--- config.mk ---
export PLATFORM = sky130hd
export DESIGN_NAME = prf_reclaim
export DESIGN_NICKNAME = d
export VERILOG_FILES = /design/src/rtl/prf_pkg.sv /design/src/rtl/reclaim_queue.sv /design/src/rtl/prf_reclaim.sv
export SDC_FILE = /design/constraint.sdc
export NUM_CORES = 1
export LEC_CHECK = 0
export BUFFER_PORTS_ARGS = -buffer_cell sky130_fd_sc_hd__buf_2
export CAP_MARGIN = 20
export CORE_ASPECT_RATIO = 0.5
export CORE_MARGIN = 1.5
export CORE_UTILIZATION = 55
export DETAILED_ROUTE_END_ITERATION = 7
export GPL_TIMING_DRIVEN = 0
export PLACE_DENSITY_LB_ADDON = 0.12
export SYNTH_ARGS = -nofsm -noshare
export SYNTH_HDL_FRONTEND = slang
export SYNTH_SLANG_ARGS = --single-unit
--- constraint.sdc ---
create_clock -name i_clk -period 5.4 [get_ports i_clk]
set_clock_uncertainty 0.2 [all_clocks]
set_input_delay 0.81 -clock i_clk [delete_from_list [all_inputs] [get_ports i_clk]]
set_output_delay 0.81 -clock i_clk [all_outputs]
set_load 0.01 [all_outputs]
--- src/rtl/prf_pkg.sv ---
// Shared physical-register-file definitions for the reclaim path.
package prf_pkg;

    localparam int PRF_TAG_W = 6;

    typedef logic [PRF_TAG_W-1:0] prf_tag_t;

    localparam prf_tag_t PRF_ZERO_TAG = '0;

endpackage : prf_pkg

--- src/rtl/reclaim_queue.sv ---
// Staging queue for one free-list parity: two ordered pushes and one pop
// per cycle, circular storage with wrap-bit pointers and a free-slot count.
module reclaim_queue
    import prf_pkg::*;
#(
    parameter int DEPTH = 4
) (
    input  logic                     i_clk,
    input  logic                     i_resetn,
    input  logic                     i_push0_en,
    input  prf_tag_t                 i_push0_data,
    input  logic                     i_push1_en,
    input  prf_tag_t                 i_push1_data,
    input  logic                     i_pop_en,
    output prf_tag_t                 o_head,
    output logic                     o_empty,
    output logic                     o_full,
    output logic [$clog2(DEPTH):0]   o_free_cnt
);

    localparam int AW = $clog2(DEPTH);
    localparam int PW = AW + 1;

    logic [PW-1:0] wr_ptr_q, wr_ptr_d;
    logic [PW-1:0] rd_ptr_q, rd_ptr_d;
    logic [PW-1:0] count;
    prf_tag_t      mem_q [DEPTH];
    prf_tag_t      mem_d [DEPTH];

    // Next-state: push0 lands first, push1 in the slot after it; pop advances the read pointer.
    always_comb begin
        mem_d    = mem_q;
        wr_ptr_d = wr_ptr_q;
        if (i_push0_en) begin
            mem_d[wr_ptr_d[AW-1:0]] = i_push0_data;
            wr_ptr_d                = wr_ptr_d + PW'(1);
        end
        if (i_push1_en) begin
            mem_d[wr_ptr_d[AW-1:0]] = i_push1_data;
            wr_ptr_d                = wr_ptr_d + PW'(1);
        end
        rd_ptr_d = rd_ptr_q + PW'(i_pop_en);
    end

    // State registers; reset discards anything staged.
    always_ff @(posedge i_clk or negedge i_resetn) begin
        if (!i_resetn) begin
            wr_ptr_q <= '0;
            rd_ptr_q <= '0;
            for (int i = 0; i < DEPTH; i++) begin
                mem_q[i] <= '0;
            end
        end else begin
            wr_ptr_q <= wr_ptr_d;
            rd_ptr_q <= rd_ptr_d;
            mem_q    <= mem_d;
        end
    end

    assign count      = wr_ptr_q - rd_ptr_q;
    assign o_free_cnt = PW'(DEPTH) - count;
    assign o_empty    = (wr_ptr_q == rd_ptr_q);
    assign o_full     = (wr_ptr_q[AW] != rd_ptr_q[AW]) && (wr_ptr_q[AW-1:0] == rd_ptr_q[AW-1:0]);
    assign o_head     = mem_q[rd_ptr_q[AW-1:0]];

endmodule : reclaim_queue

--- src/rtl/prf_reclaim.sv ---
// Commit-side reclaim unit: filters tag 0, routes retired tags by parity into
// per-parity staging queues and drains each queue into its free list.
// Optional feature macro PRF_RECLAIM_BYPASS_EN: an incoming tag skips an empty
// queue and is written to a non-full free list in the acceptance cycle.
module prf_reclaim
    import prf_pkg::*;
#(
    parameter int STAGE_DEPTH = 4
) (
    input  logic           i_clk,
    input  logic           i_resetn,
    input  logic [1:0]     i_commit_valid,
    input  prf_tag_t       i_commit_tag0,
    input  prf_tag_t       i_commit_tag1,
    output logic           o_commit_ready,
    output logic           o_even_wr_en,
    output prf_tag_t       o_even_wr_data,
    input  logic           i_even_full,
    output logic           o_odd_wr_en,
    output prf_tag_t       o_odd_wr_data,
    input  logic           i_odd_full
);

    localparam int FW = $clog2(STAGE_DEPTH) + 1;

    logic                       accept;
    logic [1:0]                 slot_live;
    logic [1:0]                 space_ok;
    logic [1:0]                 wr_en_all;
    logic [1:0][PRF_TAG_W-1:0]  wr_data_all;

    // Ready depends only on staging occupancy so commit sees no path from its own inputs.
    assign o_commit_ready = i_resetn & space_ok[0] & space_ok[1];
    assign accept         = o_commit_ready & (|i_commit_valid);
    assign slot_live[0]   = accept & i_commit_valid[0] & (i_commit_tag0 != PRF_ZERO_TAG);
    assign slot_live[1]   = accept & i_commit_valid[1] & (i_commit_tag1 != PRF_ZERO_TAG);

    for (genvar p = 0; p < 2; p++) begin : g_par
        localparam logic PAR = 1'(p);

        logic       first_en, second_en;
        prf_tag_t   first_tag, second_tag;
        logic       push0_en, push1_en;
        prf_tag_t   push0_data, push1_data;
        logic       pop_en, wr_en;
        prf_tag_t   wr_data;
        logic       list_full;
        prf_tag_t   q_head;
        logic       q_empty, q_full;
        logic [FW-1:0] q_free;
`ifdef PRF_RECLAIM_BYPASS_EN
        logic       bypass;
`endif

        assign list_full = (p == 0) ? i_even_full : i_odd_full;

        // Collect this parity's live tags in age order (older slot first).
        always_comb begin
            first_en   = 1'b0;
            first_tag  = '0;
            second_en  = 1'b0;
            second_tag = '0;
            if (slot_live[0] && (i_commit_tag0[0] == PAR)) begin
                first_en  = 1'b1;
                first_tag = i_commit_tag0;
            end
            if (slot_live[1] && (i_commit_tag1[0] == PAR)) begin
                if (first_en) begin
                    second_en  = 1'b1;
                    second_tag = i_commit_tag1;
                end else begin
                    first_en  = 1'b1;
                    first_tag = i_commit_tag1;
                end
            end
        end

        // Decide what is enqueued and what drives the free-list write port.
        always_comb begin
            pop_en = ~q_empty & ~list_full;
`ifdef PRF_RECLAIM_BYPASS_EN
            bypass     = q_empty & ~list_full & first_en;
            push0_en   = bypass ? second_en : first_en;
            push0_data = bypass ? second_tag : first_tag;
            push1_en   = bypass ? 1'b0 : second_en;
            push1_data = second_tag;
            wr_en      = pop_en | bypass;
            wr_data    = bypass ? first_tag : (pop_en ? q_head : '0);
`else
            push0_en   = first_en;
            push0_data = first_tag;
            push1_en   = second_en;
            push1_data = second_tag;
            wr_en      = pop_en;
            wr_data    = pop_en ? q_head : '0;
`endif
        end

        reclaim_queue #(
            .DEPTH (STAGE_DEPTH)
        ) u_queue (
            .i_clk        (i_clk),
            .i_resetn     (i_resetn),
            .i_push0_en   (push0_en),
            .i_push0_data (push0_data),
            .i_push1_en   (push1_en),
            .i_push1_data (push1_data),
            .i_pop_en     (pop_en),
            .o_head       (q_head),
            .o_empty      (q_empty),
            .o_full       (q_full),
            .o_free_cnt   (q_free)
        );

        assign space_ok[p]    = ~q_full & (q_free >= FW'(2));
        assign wr_en_all[p]   = wr_en;
        assign wr_data_all[p] = wr_data;
    end

    assign o_even_wr_en   = wr_en_all[0];
    assign o_even_wr_data = wr_data_all[0];
    assign o_odd_wr_en    = wr_en_all[1];
    assign o_odd_wr_data  = wr_data_all[1];

endmodule : prf_reclaim

# == Yosys cells after proc, flatten, opt, wreduce, memory -nomap -nowiden ==
# Cells that the tools add are included.
# W data, S select, Z words.
# classes
addsub,10
order_cmp,12
eq_ne,6
n_mux,46
bitwise,25
reduce_logical,13
# op_table
cell,count
$mux W6,20
$bwmux W24,4
$mux W24,4
$demux W6 S2,4
$bmux W6 S2,2
$ge A3 B3 Y1 const B,6
$not A2 Y3,6
$add A3 B1 Y3 const B,4
$lt A3 B1 Y1 const B,4
$mux W3,4
$reduce_bool A6 Y1,2
$and A1 B1 Y1,11
$logic_and A1 B1 Y1,10
$mux W1,8
$not A1 Y1,8
$add A3 B1 Y3,2
$eq A3 B3 Y1,2
$ge A3 B2 Y1 const B,2
$sub A3 B3 Y3,2
$sub A3 B3 Y3 const A,2
$eq A2 B2 Y1,2
$ne A1 B1 Y1,2
$reduce_or A2 Y1,1
# word_totals
regBits,60
wordCells,124

# == Longest topological paths before layout ==
# logic_depth
ltp_word,20
ltp_mapped,17

# == Hierarchy ==
# From an unflattened synthesis, not the netlist that was laid out.
# hier_totals
hier_cells,343
area_unflattened_um2,4429.2
# modules_own_cells
mod,n_inst,cells_per_inst,area_each_um2,seq_area_each_um2
reclaim_queue at g_par[0].u_queue,1,133,1936.9,750.7
reclaim_queue at g_par[1].u_queue,1,132,1915.6,750.7
prf_reclaim,1,78,576.8,0.0

# == Worst setup path before layout ==
# No wires, ideal clock.
# synth_path
path_type,input-to-reg
startpoint,in i_commit_tag1[2]
endpoint,reg g_par[0].u_queue.mem_q[4] (netlist name)
setup_time_ps,126
t_arrival_ps,2761
required_time_ps,5074
path_slack_ps,2313
path_stages,9
path_buffers,1
path_cell_list,or4_1 o21ai_1 nand2_2 nand2_1 mux2i_1 ha_1 and4_4 buf_6 o21ai_0
# synth_lines
item,line_no,text
from (decl),prf_reclaim.sv:14,"input prf_tag_t i_commit_tag1,"
to (signal assigned),reclaim_queue.sv:56,mem_q <= mem_d;
to (decl),reclaim_queue.sv:27,prf_tag_t mem_q [DEPTH];

# == Final worst setup path ==
# layout_path
startpoint,reg g_par[0].u_queue.rd_ptr_q[0]
endpoint,out o_commit_ready
# layout_via
elab_chain_len,6
word_cells_on_any_way,9
# layout_rtl
item,line_no,text
from (decl),reclaim_queue.sv:25,"logic [PW-1:0] rd_ptr_q, rd_ptr_d;"
from (signal assigned),reclaim_queue.sv:55,rd_ptr_q <= rd_ptr_d;
$sub A3 B3 Y3 / $eq A2 B2 Y1 (equally long branches),"reclaim_queue.sv:60, reclaim_queue.sv:63",
$sub A3 B3 Y3 / $logic_and A1 B1 Y1 (equally long branches),"reclaim_queue.sv:61, reclaim_queue.sv:63",
$ge A3 B2 Y1 / $not A1 Y1 (equally long branches),prf_reclaim.sv:115,assign space_ok[p] = ~q_full & (q_free >= FW'(2));
$and A1 B1 Y1 (*),prf_reclaim.sv:115,
$and A1 B1 Y1 (*) (2 in a row),prf_reclaim.sv:33,assign o_commit_ready = i_resetn & space_ok[0] & space_ok[1];
to (decl),prf_reclaim.sv:15,"output logic o_commit_ready,"
# Every way passes the cells marked *; elsewhere a longest branch is shown, timed or not.

==> results.json <==
{
  "startpoint": "g_par[0].u_queue.rd_ptr_q[0]",
  "clock-sinks": 60,
  "drtAntennaViolNets": 0,
  "cp_cell_sequence": "clkbuf_1 > inv_1 > ha_1 > inv_1 > ha_1 > xnor2_1 > xnor2_1 > a21oi_2 > nand2_1 > inv_2 > buf_2 > buf_2",
  "critical_path.max_stage_delay_ns": 0.45,
  "crit_path_end_kind": "output pin",
  "p_leak_nw": 1.954,
  "p_switching_w": 0.001246,
  "holdBufCountCts": 0,
  "core_area_um2": 6700,
  "stdcell_area_um2": 4397,
  "yosysSeqAreaShare_pct": 39.19,
  "ir_drop_v": 0.0003194,
  "min_path_type": "reg2reg",
  "die_h_um": 62.02,
  "synth.top_cell.area_share_pct": 39.19,
  "rows": 21,
  "synthesis.nets": 413,
  "rsz0062_at_grt": "false",
  "p_int_w": 0.001642,
  "grt_max_degree": 35,
  "layout-drive-gt1-share_pct": 22.30,
  "async_reset_ff_share_pct": 100.0,
  "synth.distinct_cells": 47,
  "clkPwrFrac_pct": 18.1,
  "initial_core_util_pct": 57.18,
  "switching_share_pct": 43.14,
  "vias": 3281,
  "synthTopCellsByArea": "dfrtp_1 39%, a32oi_1 9.1%, ha_1 8.5%",
  "cts_tree": "done",
  "portBuffers": 32,
  "crit_end": "o_commit_ready",
  "max_freq_mhz": 258.2,
  "totalWireLength_um": 10060,
  "r2r_start": "g_par[0].u_queue.rd_ptr_q[0]",
  "synth_area_per_cell_um2": 10.38,
  "syn_inst": 369,
  "place_area_um2": 4126,
  "cp.required_ns": 4.39,
  "overflow": 0,
  "synth-seq-cells": 60,
  "synth_ff_type": "dfrtp_1",
  "synth_area_um2": 3831,
  "io_pins": 33,
  "yosysTopAreaCell": "dfrtp_1",
  "diodes": 0,
  "wire_per_inst_um": 19.76,
  "critical-path-slowest-cell": "clkbuf_1",
  "clk_latency_ns": 0.33,
  "reg2reg_depth": 16,
  "fill_cells": 547,
  "crit_type": "reg2out",
  "syn_to_final_growth_pct": 14.76,
  "firstDrtPassIters": 5,
  "power.share.combinational_pct": 54.1,
  "p_seq_share_pct": 27.8,
  "track_usage_pct": 28.63,
  "drc": 0,
  "reg2reg_setup_slack_ns": 1.75,
  "detail_route.vias_per_cell": 6.446,
  "clkSlewWorstSetupHoldPaths_ns": 0.05,
  "cts_resized": 0,
  "final_nets": 457,
  "final_max_slew_viol_count": 0,
  "clock_path_buffers": 2,
  "start_kind": "flip-flop",
  "setup-violations-final": 0,
  "chipWidth_um": 121.0,
  "cts_inserted_buffers": 9,
  "grt_pass1_vias": 2973,
  "drt_first_iter_violations": 275,
  "maxCapViolations": 0,
  "setup_tns_ns": 0,
  "status": "finished clean",
  "power_density_nw_per_um2": 656.9,
  "arrival_ns": 2.86,
  "yosysWarningCount": 0,
  "cts_max_level": 3,
  "dp_hpwl_um": 7046,
  "yosysMostFrequentCell": "dfrtp_1",
  "cp_max_fo": 10,
  "synth-edff-count": 0,
  "relSlewSlack_pct": 54.83,
  "r2r-end": "g_par[1].u_queue.mem_q[4]",
  "post_cts.repair.setup_buffers": 0,
  "antenna_found_initial": 0,
  "gp_congestion": 0.8534,
  "grt_pass1_wl_um": 15700,
  "finalCriticalPeriod_ns": 3.873,
  "cts_root_buf": "clkbuf_16",
  "synthTopCellsByCount": "60 x dfrtp_1, 40 x a32oi_1, 38 x nor2_1",
  "finalCritPeriodShare_pct": 71.73,
  "die_area_um2": 7506,
  "finalHoldViolations": 0,
  "tightestPinTransition_ns": 0.6775
}
[cell families (layout without fill, tap and decap cells)]
group | Yosys count | after routing | synth area share [%]
muxes | 16 | 16 | 8.099
buffers and inverters | 39 | 87 | 4.670
AOI/OAI and AO/OA | 102 | 102 | 19.47
and+or+nand+nor | 106 | 106 | 15.12
DFF | 60 | 60 | 39.19
adders and majority gates | 26 | 26 | 8.491
xor gates and xnor gates | 20 | 20 | 4.965
[cell usage in the layout (no fill, tap or decap), drive strengths merged, types with 11 or more instances in the layout]
| cell type | instances |
|---|---|
| dfrtp | 60 |
| buf | 48 |
| a32oi | 40 |
| nor2 | 40 |
| a21oi | 38 |
| ha | 26 |
| clkbuf | 23 |
| nor2b | 19 |
| xnor2 | 16 |
| nand2 | 15 |
| inv | 14 |
| mux4 | 12 |
| nand4 | 11 |
[critical path, delay by kind of cell (launching register included)]
| kind | cells | cell delay, ns |
|---|---|---|
| adder cells (fa/ha/maj) | 2 | 0.35 |
| AO/OA/AOI/OAI | 1 | 0.22 |
| flip-flops | 1 | 0.34 |
| buffers and inverters | 6 | 1.23 |
| AND/OR/NAND/NOR | 1 | 0.14 |
| XOR/XNOR | 2 | 0.25 |
[flip-flops by register name, indices dropped and copies added, names as in the netlist]
| signal | count |
|---|---|
| g_par.u_queue.mem_q | 48 |
| g_par.u_queue.rd_ptr_q | 6 |
| g_par.u_queue.wr_ptr_q | 6 |
[power by group through the flow]
| stage | Sequential (W) | Combinational, W | Clock (W) |
|---|---|---|---|
| final | 0.000804 | 0.00156 | 0.000522 |
| after global routing | 0.000821 | 0.00171 | 0.000553 |
| after CTS | 0.000800 | 0.00154 | 0.000530 |
| after global placement | 0.000793 | 0.00148 | 0 |
| after floorplan | 0.000753 | 0.00118 | 0 |
| after detailed placement | 0.000801 | 0.00153 | 0 |
[through the flow]
stage	cells	power, W	utilization, %	hold WS (ns)	setup slack [ns]
finish	509	0.002888	65.62	0.2669	1.527
global route	509	0.003085	65.62	0.2710	1.275
CTS	509	0.002873	65.62	0.2647	1.504
detailed placement	494	0.002331	61.59	0.2537	1.701
global placement	493	0.002277	61.29	0.2536	1.151
floorplan	369	0.001929	-	0.2328	2.313
[per-layer routing]
metal | wire length [um] | share of wire [%] | GRT usage, % | vias to the layer above
li1 | - | - | - | 1486
met1 | 4522 | 45 | 38.05 | 1593
met2 | 4540 | 45 | 47.16 | 175
met3 | 837 | 8.3 | 7.938 | 27
met4 | 156 | 1.6 | 8.908 | 0
met5 | 0 | 0 | 0 | -
[cell type report]
type / count / area, um^2 / share of cell area (%)
Sequential cell: 60 / 1501 / 34.15
Clock inverter: 2 / 10.01 / 0.2277
Tap cell: 92 / 115.1 / 2.618
Multi-Input combinational cell: 270 / 2151 / 48.92
Timing Repair Buffer: 33 / 180.2 / 4.098
Clock buffer: 13 / 260.3 / 5.919
Inverter: 14 / 52.55 / 1.195
Buffer: 25 / 126.4 / 2.874
[how the worst min path moves through the flow]
stage | slack, ns | depth (start not counted) | startpoint | end
final | 0.27 | 1 | g_par[1].u_queue.mem_q[18] | g_par[1].u_queue.mem_q[18]
after floorplan | 0.23 | 1 | g_par[1].u_queue.mem_q[6] | g_par[1].u_queue.mem_q[6]
after detailed placement | 0.25 | 1 | g_par[1].u_queue.mem_q[18] | g_par[1].u_queue.mem_q[18]
after global routing | 0.27 | 1 | g_par[1].u_queue.mem_q[18] | g_par[1].u_queue.mem_q[18]
after global placement | 0.25 | 1 | g_par[1].u_queue.mem_q[0] | g_par[1].u_queue.mem_q[0]
after CTS | 0.26 | 1 | g_par[1].u_queue.mem_q[18] | g_par[1].u_queue.mem_q[18]
No activity file was read; power rests on OpenSTA's default activity.
